===== src/rtl/ece453_bus_arbiter.sv =====
// ece453_bus_arbiter: round-robin arbiter sharing the register-bank Avalon-MM slave; define ECE453_ARB_LOCK_EN to let an owner keep the bus via req_lock
module ece453_bus_arbiter #(
  parameter int NUM_REQ = 4,
  parameter int IDX_W = $clog2(NUM_REQ)
) (
  input  logic                  clk,
  input  logic                  reset,
  input  logic [NUM_REQ-1:0]    req,
  input  logic [NUM_REQ-1:0]    req_read,
  input  logic [NUM_REQ-1:0]    req_write,
  input  logic [5*NUM_REQ-1:0]  req_address,
  input  logic [32*NUM_REQ-1:0] req_writedata,
  input  logic [4*NUM_REQ-1:0]  req_byteenable,
  input  logic [NUM_REQ-1:0]    req_lock,
  output logic [NUM_REQ-1:0]    gnt,
  output logic [NUM_REQ-1:0]    ack,
  output logic [31:0]           rd_data,
  output logic [4:0]            slave_address,
  output logic                  slave_read,
  output logic                  slave_write,
  output logic [31:0]           slave_writedata,
  output logic [3:0]            slave_byteenable,
  input  logic [31:0]           slave_readdata
);
  typedef enum logic [1:0] {IDLE, ISSUE, ACK} state_t;
  state_t state, state_nx;
  logic [IDX_W-1:0] owner, owner_nx, rr_ptr, winner, ptr_inc;
  logic [IDX_W:0] pos;
  logic [NUM_REQ-1:0] rot;
  logic lock_r, hold, issue, acking;
  // rotate req so bit k is requester rr_ptr+k; walking down leaves the nearest one as winner
  always_comb begin
    rot = NUM_REQ'({req, req} >> rr_ptr);
    winner = rr_ptr;
    pos = '0;
    for (int k = NUM_REQ - 1; k >= 0; k--) begin
      pos = {1'b0, rr_ptr} + (IDX_W+1)'(k);
      if (rot[k]) winner = IDX_W'(pos >= (IDX_W+1)'(NUM_REQ) ? pos - (IDX_W+1)'(NUM_REQ) : pos);
    end
  end
`ifdef ECE453_ARB_LOCK_EN
  assign hold = lock_r & req[owner];
  // lock is sampled with the command and lapses as soon as the owner stops requesting
  always_ff @(posedge clk)
    if (reset) lock_r <= 1'b0;
    else if (state == ISSUE) lock_r <= req_lock[owner];
    else if (state == IDLE && !hold) lock_r <= 1'b0;
`else
  logic unused_lock;
  assign unused_lock = ^req_lock;
  assign lock_r = 1'b0;
  assign hold = 1'b0;
`endif
  // next state and owner; a held lock re-grants the current owner ahead of the scan
  always_comb begin
    state_nx = state == IDLE ? (|req ? ISSUE : IDLE) : (state == ISSUE ? ACK : IDLE);
    owner_nx = (state == IDLE && |req && !hold) ? winner : owner;
  end
  assign ptr_inc = owner == IDX_W'(NUM_REQ - 1) ? '0 : owner + 1'b1;
  // state, owner, round-robin pointer and read-data capture
  always_ff @(posedge clk)
    if (reset) begin
      state <= IDLE;
      owner <= '0;
      rr_ptr <= '0;
      rd_data <= '0;
    end else begin
      state <= state_nx;
      owner <= owner_nx;
      if (state == ISSUE) rd_data <= slave_readdata;
      if (state == ACK && !lock_r) rr_ptr <= ptr_inc;
    end
  assign issue = state == ISSUE && !reset;
  assign acking = state == ACK && !reset;
  assign gnt = issue ? NUM_REQ'(1) << owner : '0;
  assign ack = acking ? NUM_REQ'(1) << owner : '0;
  assign slave_write = issue & req_write[owner];
  assign slave_read = issue & req_read[owner] & ~req_write[owner];
  assign slave_address = issue ? req_address[5*owner +: 5] : '0;
  assign slave_writedata = issue ? req_writedata[32*owner +: 32] : '0;
  assign slave_byteenable = issue ? req_byteenable[4*owner +: 4] : '0;
endmodule


===== config.mk =====
export PLATFORM = sky130hd
export DESIGN_NAME = ece453_bus_arbiter
export DESIGN_NICKNAME = d
export VERILOG_FILES = /design/src/rtl/ece453_bus_arbiter.sv
export SDC_FILE = /design/constraint.sdc
export NUM_CORES = 1
export LEC_CHECK = 0
export BUFFER_PORTS_ARGS = -buffer_cell sky130_fd_sc_hd__buf_2
export CORE_AREA = 2 2 115 117
export DETAILED_ROUTE_END_ITERATION = 12
export DIE_AREA = 0 0 117 119
export PLACE_DENSITY = 0.67
export RECOVER_POWER = 25
export SLEW_MARGIN = 40
export SYNTH_ARGS = -nofsm -noshare
export SYNTH_HDL_FRONTEND = slang
export SYNTH_SLANG_ARGS = --single-unit

===== constraint.sdc =====
create_clock -name clk -period 3.1 [get_ports clk]
set_clock_uncertainty 0.1 [all_clocks]
set_input_delay 0.31 -clock clk [delete_from_list [all_inputs] [get_ports clk]]
set_output_delay 0.31 -clock clk [all_outputs]
set_load 0.005 [all_outputs]

==> impl_metrics.json, run 1 <==
{
  "yosys_warnings": 0,
  "nets": 789,
  "path_depth": 4,
  "worst-r2r-setup-slack_ns": 1.31,
  "grt_pass1_vias": 3254,
  "fin_crit_sh": 0.8147,
  "path_cells": "buf_4 -> mux4_2 -> and2_1 -> buf_2",
  "synthFlopType": "dfxtp_1",
  "grtUsageTotal": 0.1550,
  "synth-xor-area-share": 0,
  "seqPwrFrac": 0.352,
  "clkTransAtPathRegs_ns": 0.06,
  "rsz0062_at_grt": "false",
  "rows": 42,
  "synth_compound_area_frac": 0.07435,
  "antenna_found_initial": 5,
  "tritoncts": "done",
  "dieWidth_um": 117,
  "syn_to_final_growth_pct": 61.64,
  "hold_slack_ns": 0.1672,
  "place.gp.congestion": 0.8606,
  "power.internal_mw": 1.197,
  "cts_root_buf": "clkbuf_16",
  "finalSetupViolations": 0,
  "ff2ff_path_depth": 5,
  "ctsHoldBuffers": 0,
  "async_flop_share": 0,
  "h-tree-depth": 2,
  "grt_overflow": 0,
  "netSwitchingPower_mw": 0.4409,
  "wl_um": 11570,
  "synth_cells": 292,
  "critPathKind": "flop to primary output",
  "ctsResizeCount": 0,
  "min_period_ns": 2.526,
  "synth_fp_nets": 510,
  "ys_seq_area_frac": 0.2675,
  "p_comb_frac": 0.312,
  "via_per_inst": 4.422,
  "vdd_drop_max_mv": 0.3202,
  "outcome": "finished, final reports clean",
  "ant_nets": 0,
  "synth_top_family_by_area": "multiplexers",
  "synthAdderAreaFrac": 0.01760,
  "slowest_delay_ns": 0.67,
  "postCtsSetupBuffers": 0,
  "maxCapViolCount": 0,
  "clock_latency_ns": 0.27,
  "synth_area_um2": 2844,
  "fin_tns_setup_ns": 0,
  "synth_top_area_frac": 0.3247,
  "fmax_mhz": 395.9,
  "io_buffers": 292,
  "cellLeakagePower_nw": 2.220,
  "dp_hpwl_um": 9677,
  "endpoint": "slave_byteenable[2]",
  "die_y_um": 119,
  "grt_pass1_wl_um": 16630,
  "synth_largest_area_cell": "mux4_2",
  "netSwitchingFraction": 0.2691,
  "drive_gt1_frac": 0.5832,
  "cp-start-kind": "flop",
  "synthMuxAreaShare": 0.3467,
  "drc": 0,
  "min_path_type": "input pin to flop",
  "start_util": 0.2209,
  "cts_buffers": 5,
  "clock_path_buffers": 2,
  "vias": 3321,
  "drt_iter0_drc": 167,
  "pwr-share-clk": 0.336,
  "yosysMostFrequentCell": "nand2_1",
  "cp_num_buf_inv": 2,
  "wl_per_cell_um": 15.41,
  "path_delay_family": "flip-flops",
  "r2r-start": "owner[0]",
  "finalMaxSlewViolations": 0,
  "die_area_um2": 13920,
  "endpoint_kind": "primary output",
  "first_pass_iters": 4,
  "hold_start": "slave_readdata[20]",
  "synth.avg_cell_area_um2": 9.740,
  "synth-edff-count": 0,
  "relSlewSlack": 0.4494,
  "synthTopCellsByCount": "nand2_1 (65), and2_1 (50), mux4_2 (41)",
  "coreArea_um2": 12870,
  "worstMarginPinSlew_ns": 0.8259,
  "powerDensity_nw_per_um2": 356.3,
  "fillCellCount": 1386,
  "crit_required_ns": 2.69,
  "startpoint": "owner[0]",
  "hold_viol": 0,
  "timing.rr.end": "rr_ptr[1]",
  "synth_area_leaders": "mux4_2 (32%), dfxtp_1 (27%), and2_1 (11%)",
  "top_level_ports": 297,
  "grt_max_degree": 40,
  "cp_max_fo": 28,
  "slowest_stage": "dfxtp_4",
  "clock_sinks": 38,
  "arrival_ns": 2.12,
  "synth_simple_gate_area_frac": 0.2332,
  "synth.distinct_cells": 24,
  "ys_ff_latch": 38
}
==> power groups by stage <==
stage	clock, mW	sequential, mW	combinational, mW
final	0.550	0.577	0.511
after global routing	0.586	0.586	0.563
after CTS	0.569	0.578	0.523
after detailed placement	0	0.588	0.520
after global placement	0	0.588	0.513
after floorplan	0	0.555	0.311
==> cells in the final DEF (no fill, tap or decap), drive strengths merged, types with 5 or more instances in the layout <==
cell type and n:
nand2 65, mux4 43, nor2 6, nor2b 5, buf 281, and2 50, dfxtp 38, a21oi 35
nor3 5, clkbuf 25
==> final cells by class <==
type | instances | area (um2) | share of cell area
clock buffers | 7 | 163.9 | 0.03566
multi-input cells | 223 | 1918 | 0.4173
well taps | 176 | 220.2 | 0.04790
inverters | 4 | 15.01 | 0.003266
diodes | 4 | 10.01 | 0.002177
repair buffers | 299 | 1504 | 0.3272
flip-flops and latches | 38 | 765.7 | 0.1666
==> metal layers <==
metal / vias to the layer above / GRT usage / part of all wire
li1: 1599 / - / -
met1: 1545 / 0.1872 / 0.40
met5: - / 0 / 0.00086
met2: 165 / 0.2699 / 0.49
met4: 2 / 0.03235 / 0.0086
met3: 10 / 0.04682 / 0.10
==> worst register-to-register path: stages (launching register included) <==
cell and delay, ns:
dfxtp_4 0.67, buf_4 0.29, inv_1 0.11, ha_1 0.32, mux2i_1 0.13, nor2_1 0.05
==> how the worst min path moves through the flow <==
stage	to	slack, ns	depth (start not counted)
floorplan	rd_data[0]	0.35	2
global placement	rd_data[22]	0.34	2
detailed placement	rd_data[22]	0.34	2
CTS	rd_data[19]	0.16	3
global route	rd_data[8]	0.17	3
finish	rd_data[20]	0.17	3
==> registers in the layout (all words and copies together), names as in the netlist <==
signal / count
state: 2
rr_ptr: 2
owner: 2
rd_data: 32
==> metrics by stage <==
stage	cells	setup WS (ns)	cell area (um2)	total power, mW	utilization
after global placement	740	0.8094	4446	1.101	0.3453
after CTS	747	0.5073	4609	1.669	0.3580
final	751	0.5743	4597	1.638	0.3570
after detailed placement	740	0.8064	4446	1.109	0.3453
after floorplan	292	1.349	2844	0.8661	-
after global routing	751	0.4014	4597	1.735	0.3570
==> cells by family (layout without fill, tap and decap cells) <==
logic type / count (synthesis) / in the layout
AO/OA/AOI/OAI: 40 / 40
adder cells (fa/ha/maj): 4 / 4
buffers and inverters: 31 / 310
flip-flops: 38 / 38
multiplexers: 44 / 44
other: 0 / 4
AND/OR/NAND/NOR: 135 / 135
No activity file was read; power rests on OpenSTA's default activity.
==> inputs of run 2 (changes only) <==
--- a/config.mk
+++ b/config.mk
@@ -5,11 +5,12 @@
 export SDC_FILE = /design/constraint.sdc
 export NUM_CORES = 1
 export LEC_CHECK = 0
+export ABC_AREA = 1
 export BUFFER_PORTS_ARGS = -buffer_cell sky130_fd_sc_hd__buf_2
-export CORE_AREA = 2 2 115 117
+export CORE_AREA = 2 2 117 119
 export DETAILED_ROUTE_END_ITERATION = 12
-export DIE_AREA = 0 0 117 119
-export PLACE_DENSITY = 0.67
+export DIE_AREA = 0 0 119 121
+export PLACE_DENSITY = 0.71
 export RECOVER_POWER = 25
 export SLEW_MARGIN = 40
 export SYNTH_ARGS = -nofsm -noshare
==> constraint.sdc (replaced) <==
create_clock -name clk -period 2.05 [get_ports clk]
set_clock_uncertainty 0.1 [all_clocks]
set_input_delay 0.205 -clock clk [delete_from_list [all_inputs] [get_ports clk]]
set_output_delay 0.205 -clock clk [all_outputs]
set_load 0.005 [all_outputs]
==> run 2 against run 1 <==
Sequential power up 52%. Non-clock buffer count is 16 higher. Flip-flop and latch count is the same. Sequential share of layout area is 1.7 points lower. Count of clock-buffer cells in the layout unchanged. Combinational power grew to 2.7 times the previous value. Clock power rose by 58%. Via count is 41% higher. Critical endpoint is now slave_byteenable[3]. Largest power group is now combinational cells.
==> impl_metrics.json, run 2 <==
{
  "fin_util": 0.3919,
  "synth-edff-count": 0,
  "hold_start": "slave_readdata[7]",
  "synth_fp_nets": 778,
  "yosys_warnings": 0,
  "ys_ff_latch": 38,
  "ant_nets": 0,
  "dieWidth_um": 119,
  "netSwitchingFraction": 0.3676,
  "nets": 1057,
  "rows": 42,
  "syn_to_final_growth_pct": 54.16,
  "startpoint": "owner[0]",
  "powerDensity_nw_per_um2": 606.7,
  "p_comb_frac": 0.440,
  "coreArea_um2": 13090,
  "outcome": "finished, final reports clean",
  "pwr-share-clk": 0.279,
  "drt_iter0_drc": 250,
  "synth_area_leaders": "nor2_1 (27%), dfxtp_1 (23%), o21ai_0 (12%)",
  "synth_top_area_frac": 0.2742,
  "first_pass_iters": 5,
  "cts_root_buf": "clkbuf_16",
  "synth_largest_area_cell": "nor2_1",
  "synth.avg_cell_area_um2": 5.941,
  "layout_common_cells": "buf_2 (281), nor2_1 (243), o21ai_0 (83)",
  "holdPathStages": 3,
  "fin_tns_setup_ns": 0,
  "wl_per_cell_um": 13.95,
  "drive_gt1_frac": 0.4381,
  "fin_crit_sh": 0.9331,
  "largest_register_ffs": 32,
  "h-tree-depth": 2,
  "netSwitchingPower_mw": 1.144,
  "place.gp.congestion": 0.8489,
  "async_flop_share": 0,
  "r2r-start": "owner[0]",
  "synth_area_um2": 3327,
  "pre_cts_slack_ns": 0.3204,
  "start_util": 0.2543,
  "hold_slack_ns": 0.04195,
  "grt_overflow": 0,
  "worstMarginPinSlew_ns": 0.4012,
  "cellLeakagePower_nw": 2.680,
  "cts_buffers": 5,
  "seqPwrFrac": 0.281,
  "crit_required_ns": 1.75,
  "synth_cells": 560,
  "setup_slack_ns": 0.1371,
  "antenna_found_initial": 1,
  "finalSetupViolations": 0,
  "rsz0062_at_grt": "false",
  "grt_pass1_vias": 4303,
  "clkTransAtPathRegs_ns": 0.06,
  "critPathKind": "flop to primary output",
  "synth.distinct_cells": 29,
  "ys_seq_area_frac": 0.2287,
  "yosysMostFrequentCell": "nor2_1",
  "regMostFlops": "rd_data",
  "layout_commonest_cell": "buf_2",
  "via_per_inst": 4.609,
  "clock_path_buffers": 2,
  "finalMaxSlewViolations": 0,
  "hold_viol": 0,
  "cp-start-kind": "flop",
  "die_area_um2": 14400,
  "grt_pass1_wl_um": 21420,
  "top_level_ports": 297,
  "wl_um": 14190,
  "die_y_um": 121,
  "io_buffers": 292,
  "dp_hpwl_um": 11190,
  "grt_max_degree": 36,
  "power.internal_mw": 1.968,
  "total_power_mw": 3.112,
  "arrival_ns": 1.61,
  "fmax_mhz": 522.8,
  "endpoint_kind": "primary output",
  "min_period_ns": 1.913,
  "min_path_type": "input pin to flop",
  "fillCellCount": 1421,
  "vdd_drop_max_mv": 0.6137,
  "clock_sinks": 38,
  "synthTopCellsByCount": "nor2_1 (243), o21ai_0 (83), dfxtp_1 (38)",
  "clock_latency_ns": 0.28,
  "cp_max_fo": 30,
  "drc": 0,
  "relSlewSlack": 0.7297,
  "maxCapViolCount": 0,
  "vias": 4687,
  "grtUsageTotal": 0.1838,
  "tritoncts": "done",
  "ff2ff_path_depth": 5,
  "synthFlopType": "dfxtp_1"
}
## run 2: critical path: stages (launching register included)
cell	delay, ns
dfxtp_4	0.44
buf_12	0.20
nor2_1	0.06
nor2_1	0.07
o21ai_0	0.15
a21oi_1	0.24
buf_2	0.16
## run 2: what timing repair did
action	in CTS	in global routing
hold buffers	0	0
resized for setup	0	6
endpoints found under the setup margin	0	21
buffers inserted	0	2
## run 2: cell type report
class / instances / area (um2) / share of cell area
tap: 176 / 220.2 / 0.04294
sequential: 38 / 765.7 / 0.1493
antenna: 1 / 2.502 / 0.0004879
inverter: 22 / 100.1 / 0.01952
timing repair buffer: 315 / 1678 / 0.3272
multi-input combinational: 457 / 2200 / 0.4289
clock buffer: 7 / 132.6 / 0.02586
clock inverter: 1 / 30.03 / 0.005855
## run 2: metrics by stage
step | std cells | cell area, um2
after global routing | 1016 | 5126
after floorplan | 560 | 3327
after CTS | 1014 | 5110
final | 1017 | 5129
after detailed placement | 1006 | 4947
after global placement | 1006 | 4947
## run 2: cell families (layout without fill, tap and decap cells)
kind of cell | count (synthesis) | after routing | share of synthesized area
xor+xnor | 1 | 1 | 0.002633
simple gates | 281 | 281 | 0.3419
fa+ha+maj | 4 | 4 | 0.01504
flops | 38 | 38 | 0.2287
buf+inv | 65 | 345 | 0.1102
other cells | 0 | 1 | 0
compound gates | 171 | 171 | 0.3016
## run 2: final timing paths
kind                         endpoint  slack, ns
setup reg to reg            rr_ptr[1]       0.58
hold reg to reg            rd_data[0]       0.41
hold / removal             rd_data[7]       0.04
setup / recovery  slave_byteenable[3]       0.14
## run 2: power groups by stage
stage,logic [mW],registers (mW),clock network (mW)
final,1.37,0.875,0.867
after global routing,1.53,0.886,0.909
after CTS,1.37,0.878,0.881
after detailed placement,1.36,0.889,0
after global placement,1.35,0.890,0
after floorplan,0.841,0.874,0
## run 2: per-layer routing
metal	vias to the layer above	track usage	part of all wire
met5	-	0	0
met3	15	0.05169	0.10
met2	237	0.3315	0.47
met1	2067	0.2149	0.41
li1	2368	-	-
met4	0	0.04390	0.013
